[src/rtl/fetch_defs_pkg.sv]
// Shared definitions for the instruction-fetch stage: widths, HALT opcode,
// drain length and halt-FSM state encodings.
package fetch_defs;

  localparam int ADDR_W       = 7;
  localparam int INSTR_W      = 32;
  localparam int DRAIN_CYCLES = 4;
  localparam logic [5:0] HALT_OPCODE = 6'b111111;

  typedef enum logic [1:0] {
    ST_RUN    = 2'd0,
    ST_DRAIN  = 2'd1,
    ST_HALTED = 2'd2
  } fetch_state_e;

  // Returns the PC value that follows pc, wrapping at 2^ADDR_W.
  function automatic logic [ADDR_W-1:0] pc_plus_one(input logic [ADDR_W-1:0] pc);
    return pc + {{(ADDR_W-1){1'b0}}, 1'b1};
  endfunction

endpackage

[src/rtl/fetch_pc_unit_next_pc_mux.sv]
// Combinational next-PC priority select. A HALTED core ignores redirects;
// otherwise branch beats jump, and any redirect beats holds caused by
// drain, stall or a freshly fetched HALT.
module next_pc_mux
  import fetch_defs::*;
#(
  parameter int AW = 7
) (
  input  logic [AW-1:0] pc_i,
  input  fetch_state_e  state_i,
  input  logic          stall_i,
  input  logic          halt_fetch_i,
  input  logic          branch_taken_i,
  input  logic [AW-1:0] branch_target_i,
  input  logic          jump_i,
  input  logic [AW-1:0] jump_target_i,
  output logic [AW-1:0] next_pc_o
);

  // Priority chain selecting hold, redirect target or PC+1 (modulo 2^AW).
  always_comb begin
    next_pc_o = pc_i + {{(AW-1){1'b0}}, 1'b1};
    if (state_i == ST_HALTED) begin
      next_pc_o = pc_i;
    end else if (branch_taken_i) begin
      next_pc_o = branch_target_i;
    end else if (jump_i) begin
      next_pc_o = jump_target_i;
    end else if (state_i != ST_RUN) begin
      next_pc_o = pc_i;
    end else if (stall_i || halt_fetch_i) begin
      next_pc_o = pc_i;
    end else begin
      next_pc_o = pc_i + {{(AW-1){1'b0}}, 1'b1};
    end
  end

endmodule

[src/rtl/fetch_pc_unit.sv]
// Instruction-fetch control: PC register, IF/ID pipeline register with
// stall/flush, and a RUN/DRAIN/HALTED machine that drains the pipe after a
// HALT opcode is fetched.
module fetch_pc_unit #(
  parameter int          ADDR_W       = 7,
  parameter int          INSTR_W      = 32,
  parameter logic [ADDR_W-1:0] RESET_PC = 7'd0,
  parameter logic [5:0]  HALT_OPCODE  = 6'b111111,
  parameter int          DRAIN_CYCLES = 4
) (
  input  logic               clk,
  input  logic               rst_n,
  input  logic               stall_i,
  input  logic               flush_i,
  input  logic               branch_taken_i,
  input  logic [ADDR_W-1:0]  branch_target_i,
  input  logic               jump_i,
  input  logic [ADDR_W-1:0]  jump_target_i,
  input  logic [INSTR_W-1:0] imem_instr_i,
  output logic [ADDR_W-1:0]  imem_addr_o,
  output logic [ADDR_W-1:0]  next_pc_o,
  output logic [INSTR_W-1:0] if_id_instr_o,
  output logic [ADDR_W-1:0]  if_id_pc1_o,
  output logic               if_id_valid_o,
  output logic               halted_o
);
  import fetch_defs::*;

  localparam int CNT_W = $clog2(DRAIN_CYCLES + 1);

  logic [ADDR_W-1:0]  pc_q;
  logic [ADDR_W-1:0]  pc1_s;
  logic [ADDR_W-1:0]  next_pc_s;
  logic [INSTR_W-1:0] instr_q;
  logic [ADDR_W-1:0]  pc1_q;
  logic               valid_q;
  fetch_state_e       state_q, state_d;
  logic [CNT_W-1:0]   cnt_q, cnt_d;
  logic               redirect_s;
  logic               halt_fetch_s;
  logic               load_halt_s;

  assign pc1_s        = pc_q + {{(ADDR_W-1){1'b0}}, 1'b1};
  // A HALTED core ignores redirects entirely.
  assign redirect_s   = (state_q != ST_HALTED) && (branch_taken_i || jump_i);
  assign halt_fetch_s = (imem_instr_i[INSTR_W-1 -: 6] == HALT_OPCODE);
  assign load_halt_s  = (state_q == ST_RUN) && halt_fetch_s && !stall_i &&
                        !redirect_s && !flush_i;

  next_pc_mux #(.AW(ADDR_W)) u_next_pc_mux (
    .pc_i            (pc_q),
    .state_i         (state_q),
    .stall_i         (stall_i),
    .halt_fetch_i    (halt_fetch_s),
    .branch_taken_i  (branch_taken_i),
    .branch_target_i (branch_target_i),
    .jump_i          (jump_i),
    .jump_target_i   (jump_target_i),
    .next_pc_o       (next_pc_s)
  );

  // PC register follows the selected next PC every edge.
  always_ff @(posedge clk or negedge rst_n) begin
    if (!rst_n) begin
      pc_q <= RESET_PC;
    end else begin
      pc_q <= next_pc_s;
    end
  end

  // IF/ID register: squash on redirect/flush, hold on stall, load in RUN, bubble otherwise.
  always_ff @(posedge clk or negedge rst_n) begin
    if (!rst_n) begin
      instr_q <= {INSTR_W{1'b0}};
      pc1_q   <= {ADDR_W{1'b0}};
      valid_q <= 1'b0;
    end else if (redirect_s || flush_i) begin
      instr_q <= {INSTR_W{1'b0}};
      valid_q <= 1'b0;
    end else if (stall_i) begin
      instr_q <= instr_q;
      pc1_q   <= pc1_q;
      valid_q <= valid_q;
    end else if (state_q == ST_RUN) begin
      instr_q <= imem_instr_i;
      pc1_q   <= pc1_s;
      valid_q <= 1'b1;
    end else begin
      instr_q <= {INSTR_W{1'b0}};
      valid_q <= 1'b0;
    end
  end

  // Halt FSM state and drain counter registers.
  always_ff @(posedge clk or negedge rst_n) begin
    if (!rst_n) begin
      state_q <= ST_RUN;
      cnt_q   <= {CNT_W{1'b0}};
    end else begin
      state_q <= state_d;
      cnt_q   <= cnt_d;
    end
  end

  // Halt FSM next state: enter DRAIN on a loaded HALT, leave on redirect or after the drain count.
  always_comb begin
    state_d = state_q;
    cnt_d   = cnt_q;
    case (state_q)
      ST_RUN: begin
        if (load_halt_s) begin
          state_d = ST_DRAIN;
          cnt_d   = {CNT_W{1'b0}};
        end else begin
          state_d = ST_RUN;
        end
      end
      ST_DRAIN: begin
        if (redirect_s) begin
          // HALT was on a mispredicted path.
          state_d = ST_RUN;
          cnt_d   = {CNT_W{1'b0}};
        end else if (stall_i) begin
          cnt_d   = cnt_q;
        end else if (cnt_q == CNT_W'(DRAIN_CYCLES)) begin
          state_d = ST_HALTED;
        end else begin
          cnt_d   = cnt_q + {{(CNT_W-1){1'b0}}, 1'b1};
        end
      end
      ST_HALTED: begin
        state_d = ST_HALTED;
      end
      default: begin
        state_d = ST_RUN;
        cnt_d   = {CNT_W{1'b0}};
      end
    endcase
  end

  assign imem_addr_o   = pc_q;
  assign next_pc_o     = next_pc_s;
  assign if_id_instr_o = instr_q;
  assign if_id_pc1_o   = pc1_q;
  assign if_id_valid_o = valid_q;
  assign halted_o      = (state_q == ST_HALTED);

endmodule

[config.mk]
export PLATFORM = sky130hd
export DESIGN_NAME = fetch_pc_unit
export DESIGN_NICKNAME = d
export VERILOG_FILES = /design/src/rtl/fetch_defs_pkg.sv /design/src/rtl/fetch_pc_unit_next_pc_mux.sv /design/src/rtl/fetch_pc_unit.sv
export SDC_FILE = /design/constraint.sdc
export NUM_CORES = 1
export LEC_CHECK = 0
export CORE_MARGIN = 2
export CORE_UTILIZATION = 40
export CTS_CLUSTER_SIZE = 14
export DETAILED_ROUTE_END_ITERATION = 10
export PLACE_DENSITY_LB_ADDON = 0.1
export SETUP_SLACK_MARGIN = 0.3
export SLEW_MARGIN = 20
export SYNTH_ARGS = -nofsm -noshare
export SYNTH_HDL_FRONTEND = slang
export SYNTH_SLANG_ARGS = --single-unit
export TNS_END_PERCENT = 30
[constraint.sdc]
create_clock -name clk -period 2.7 [get_ports clk]
set_clock_uncertainty 0.05 [all_clocks]
set_input_delay 0.54 -clock clk [delete_from_list [all_inputs] [get_ports clk]]
set_output_delay 0.54 -clock clk [all_outputs]
set_load 0.02 [all_outputs]
After elaboration in Yosys (flattened, before gate mapping)
Cells that the tools add are included.
Word-level totals
  logic and storage cells: 58
  register bits after elaboration: 52
  input port bits: 52
  output and inout port bits: 55
Operators by class
  muxes and demuxes: 21
  bitwise operators: 3
  add/subtract/negate cells: 2
  reductions and logical operators: 16
  eq/ne operators: 10
Operators by type and width (number)
  $mux 32: 3
  $mux 7: 5
  $mux 3: 4
  $ne 3x3->1 const B: 3
  $pmux 3 s3: 1
  $add 7x1->7 const B: 1
  $eq 6x6->1 const B: 1
  $mux 2: 3
  $pmux 2 s3: 1
  $logic_and 1x1->1: 5
  $mux 1: 4
  $ne 2x2->1 const B: 2
  $reduce_and 4->1: 1
  $add 3x1->3 const B: 1
  $eq 3x3->1 const B: 1
  $logic_not 1->1: 3
  $logic_or 1x1->1: 3
  $not 1->1: 3
  $reduce_and 3->1: 1
  $eq 2x1->1 const B: 1
  $eq 2x2->1 const B: 1
  $logic_not 2->1: 1
  $ne 2x1->1 const B: 1
  $reduce_and 2->1: 1
  $reduce_bool 2->1: 1

Depth between registers and ports, before layout
  depth after elaboration: 7
  gate-level depth with buffers: 7
  depth with buffers taken out: 6

Modules after synthesis
A second synthesis with hierarchy kept.
Unflattened totals
  cell total of the unflattened synthesis: 215
  area, all modules: 2568.7 um^2
Modules (own cells, without submodules)
  fetch_pc_unit: instances 1, area an instance 2144.6 um^2, sequential area each 1301.2 um^2, cells each 149
  next_pc_mux: instances 1, area an instance 424.2 um^2, sequential area each 0.0 um^2, cells each 66

Least setup slack after synthesis
OpenSTA, ideal clock, no wires.
  kind: input to output
  start: input jump_i
  end: output next_pc_o[4]
  required time: 2.110 ns
  stages on the path: 6
  path slack: 0.327 ns
  arrival: 1.783 ns
  cell sequence: clkbuf_2 > nor2b_1 > clkbuf_1 > a221oi_1 > o221a_1 > a21oi_1
Between the ends
  cells in the longest elaborated chain, start to end: 3
Ends and longest elaborated chain
  from (decl): RTL line fetch_pc_unit.sv:17  | input logic jump_i,
  $mux 7: RTL line fetch_pc_unit_next_pc_mux.sv:27  | end else if (jump_i) begin
  $mux 7: RTL line fetch_pc_unit_next_pc_mux.sv:25  | end else if (branch_taken_i) begin
  $mux 7: RTL line fetch_pc_unit_next_pc_mux.sv:23  | if (state_i == ST_HALTED) begin
  to (decl): RTL line fetch_pc_unit.sv:21  | output logic [ADDR_W-1:0] next_pc_o,
Every way passes these cells.

Final worst setup path
  start: register state_q[0]
  end: output next_pc_o[5]
Between the ends
  cells in the longest elaborated chain, start to end: 5
  elaborated cells between the ends (all ways): 6
  classes of those cells: eq/ne (1); mux (4); reduce/logical (1)
Ends and longest elaborated chain
  from (decl): RTL line fetch_pc_unit.sv:37  | fetch_state_e state_q, state_d;
  from (signal assigned): RTL line fetch_pc_unit.sv:100  | state_q <= state_d;
  $reduce_bool 2->1: RTL line fetch_pc_unit_next_pc_mux.sv:29  | end else if (state_i != ST_RUN) begin
  $mux 7: RTL line fetch_pc_unit_next_pc_mux.sv:29
  $mux 7: RTL line fetch_pc_unit_next_pc_mux.sv:27
  $mux 7: RTL line fetch_pc_unit_next_pc_mux.sv:25
  $mux 7 *: RTL line fetch_pc_unit_next_pc_mux.sv:23
Mark *: on every way between the ends. The rest lies on a longest branch, timed or not.

==> impl_summary.md <==
Status
The flow ran to the end, and the final reports show no timing, DRC or antenna violations.

Synthesis
The share of synthesized cell area in full adder, half adder and majority cells is 0.0156. The most frequent cell after synthesis is dfrtp_1. After synthesis, the most frequently instantiated cells are 52 x dfrtp_1, 33 x a22o_1, 11 x a21oi_1, 11 x nand2_1. When the netlist entered floorplanning its net count stood at 267.

Of the total synthesized cell area, the portion taken by AND, OR, NAND and NOR gates is 0.126. The share of flip-flops with an asynchronous set or reset after synthesis is 1.00. For this run, the leading register cell type out of synthesis is dfrtp_1. The instance count of the mapped netlist is roughly 210. In this run, synthesis inferred 0 flip-flops with an integrated enable. The unique cell type count in the Yosys netlist is 50.

Yosys printed 0 warnings. Of the total synthesized cell area, the portion taken by XOR and XNOR cells is 0.0181. Of the post-synthesis cell area, the part taken by muxes is 0.0140. The area share of the leading cell type in the synthesized netlist is 0.539. The biggest area contributor in the post-synthesis netlist is dfrtp_1. By area, the combinational part of the netlist is dominated by compound AO/OA/AOI/OAI gates. The count of state elements after synthesis is 52. The post-synthesis sequential area ratio is 0.539. In this run the cell area of the synthesized design comes to between 2000 and 2500 um2. The share of the synthesized area in compound gates (AO/OA/AOI/OAI) came to 0.246. The mean cell area of the mapped netlist is roughly 11 um2. By area the synthesized netlist is led by dfrtp_1 54%, a22o_1 12%, a21oi_1 2.3%.

Run
The tool flagged a number of max-cap violations equal to 0.

Detailed routing
The detailed router's first-iteration violation count is 126. For this run, the detailed router's first-pass iteration total came to 4. The remaining design rule violation count is 0. The final layout contains routed wiring with a total length of just under 7000 um. The average wire length per cell after detail routing is 16.4 um. The mean number of vias per cell is roughly 5.3. Summing over every cut layer, the via total after detailed routing is approximately 2,300. The detail route stage leaves a number of antenna-violating nets equal to 0.

Die
about 110 I/O pins were placed. The floorplan has 28 rows. The core region is 5890 um2.

The area of the die is 6670 um2. The initial utilization of the core area, before any placement, comes to 0.410. The die height is around 82 um. The die width is 81.7 um.

Clock network
The maximum level of the CTS H-tree is 2. For this design, the sink count on the clock tree is 52. The clock tree buffer depth is 2.

For this design, the CTS-stage hold fixing added 0 buffers. The number of buffers inserted during clock tree synthesis is 5. Clock tree synthesis selected as its root buffer the cell clkbuf_8.

The CTS tree is yes. For the worst-skew pair, the clock arrives at the later sink with an insertion delay of 310 ps. The clock-pin slew on the worst setup and hold paths is 90 ps.

Global routing
Entering global routing, the biggest net connects 34 pins. For this run, global-route usage on met3 was measured as 0.0473. Summed over all layers, the global routing overflow is 0.

In this run the most used layer during global routing was met2. The met1 usage in global routing is 0.303. The number of antenna violations at the first check in global routing is 0. The met2 track demand over resource is 0.338.

Across every metal layer, demand over resource in global routing totals 0.216. The wire length of the first global-routing pass is 11,100 um. The via count of the first global-routing pass is about 2,200.

Setup path
Across all register-to-register paths, the minimum setup slack is 880 ps. In this run the worst setup path terminates at next_pc_o[5]. The critical path capture point type is an output port. The worst setup path is launched from a flip-flop. The start point of the critical path is state_q[0]. The end of the worst register-to-register path is cnt_q[1]. For the worst flop-to-flop path, the logic depth is 5. Data on the critical path arrives at its endpoint at 1910 ps.

STA puts the critical path data required time at 2110 ps. Of all nets on the critical path, the largest fanout is 4. The category of the most critical setup path is reg2out. The startpoint of the lowest-slack register-to-register path is state_q[1].

STA
The max-slew violation count is 0. Setup repair after global routing could not meet its margin everywhere. Static timing analysis puts the maximum clock frequency at 0.399 GHz. The final critical-path required period is 2500 ps. The headroom to the max-slew limit is 0.657. The number of failing hold endpoints at the final stage came to 0. The transition time at the pin with the least slew margin is 508 ps. The final number of setup-violating endpoints is 0. The share of the clock period used by the worst path is 0.927.

Power and ir drop
The worst-case vdd ir drop is 0.197 mV. For this design the ratio of total power to cell area is 375 nW/um2. The overall power is ~1.5 mW. The leakage power is 1.80 nW.

Min path
In this run the worst hold path is classified as in2async.

Final layout
Once layout is complete, the utilization of the core stands at 0.671. 0 antenna diodes ended up in the layout. Compared with the post-synthesis result, the final layout area differs by 63.7%. Across the whole layout, storage elements account for between 1000 and 1500 um2. After the last flow step, the layout net total stands at 402. The layout filler cell count is 466.

The fraction of final layout cells with drive strength greater than 1 is 0.218. Summing all multi-input logic gate instances after layout gives 1100 um2.

Placement
Routability-driven placement finished with a final weighted congestion of 0.829. The number of I/O port buffers is 106. The HPWL after detailed placement is just over 5000 um.
sequential cells by signal, summed over array words and instances, names as in the netlist:
signal / flops
if_id_valid_o: 1
state_q: 2
if_id_instr_o: 32
cnt_q: 3
if_id_pc1_o: 7
imem_addr_o: 7
stage by stage:
stage / hold slack, ps / std cells / TNS, ps / cell area, um2 / worst slack [ps]
floorplan: 194 / 212 / 0 / 2410 / 327
global placement: 416 / 411 / -3830 / 3760 / -574
detailed placement: 421 / 411 / -3940 / 3760 / -586
CTS: 138 / 422 / 0 / 3930 / 182
global route: 156 / 423 / 0 / 3950 / 112
finish: 132 / 423 / 0 / 3950 / 196
placed cells by master (no fill, tap or decap), types with 2 or more instances in the layout:
cell type,n
o21ai_0,6
a21oi_1,10
clkbuf_8,6
buf_4,33
nand4_1,2
a22o_1,33
dfrtp_1,52
buf_12,2
nor4_1,2
ha_1,3
and3_1,2
mux2_2,3
clkinvlp_4,2
buf_2,5
clkdlybuf4s50_1,89
o22ai_1,2
or3_4,2
dlygate4sd2_1,8
xor2_1,2
nor2b_1,2
nand2_1,11
a221oi_2,2
nor2_1,9
inv_1,9
xnor2_1,3
a31oi_1,2
nand3b_1,2
buf_6,4
a21o_1,3
nand3_1,7
nor2_4,2
a22oi_1,3
where the power goes:
| part | switching, mW | total [mW] | internal (mW) |
|---|---|---|---|
| combinational | 0.0985 | 0.221 | 0.123 |
| sequential | 0.00389 | 0.788 | 0.784 |
| clock | 0.264 | 0.472 | 0.208 |
| total | 0.367 | 1.48 | 1.11 |
worst min-delay path by stage:
| stage | startpoint | endpoint | depth (start not counted) | slack [ps] |
|---|---|---|---|---|
| after detailed placement | if_id_valid_o | if_id_valid_o | 1 | 420 |
| after floorplan | rst_n | cnt_q[0] | 0 | 190 |
| after global routing | rst_n | if_id_instr_o[7] | 1 | 160 |
| final | rst_n | if_id_instr_o[7] | 1 | 130 |
| after global placement | if_id_valid_o | if_id_valid_o | 1 | 420 |
| after CTS | rst_n | if_id_instr_o[7] | 1 | 140 |
cell type report:
type,instances,share of cell area
Multi-Input combinational cell,137,0.278
Tap cell,75,0.0237
Clock inverter,2,0.00380
Inverter,10,0.0101
Sequential cell,52,0.329
Clock buffer,6,0.0209
Timing Repair Buffer,141,0.334
logic make-up after synthesis:
kind of cell	Yosys count
AO/OA/AOI/OAI	75
flip-flops	52
AND/OR/NAND/NOR	51
buffers and inverters	23
XOR/XNOR	5
multiplexers	3
adder cells (fa/ha/maj)	3
layer usage:
metal,vias to the layer above,part of all wire
li1,1068,-
met5,-,0
met4,0,0.0074
met1,1096,0.45
met3,5,0.067
met2,82,0.48
critical path, cell delays in order (launching register included):
cell      delay, ps
dfrtp_1         440
nor4bb_2        360
o21ai_1         170
o311ai_1        300
nand3_1         150
buf_2           190
timing repair:
item | in CTS | in global routing
buffers inserted | 3 | 1
pin swaps | 10 | 3
setup endpoints to repair | 7 | 8
resized for setup | 68 | 3
No activity file was read; power rests on OpenSTA's default activity.
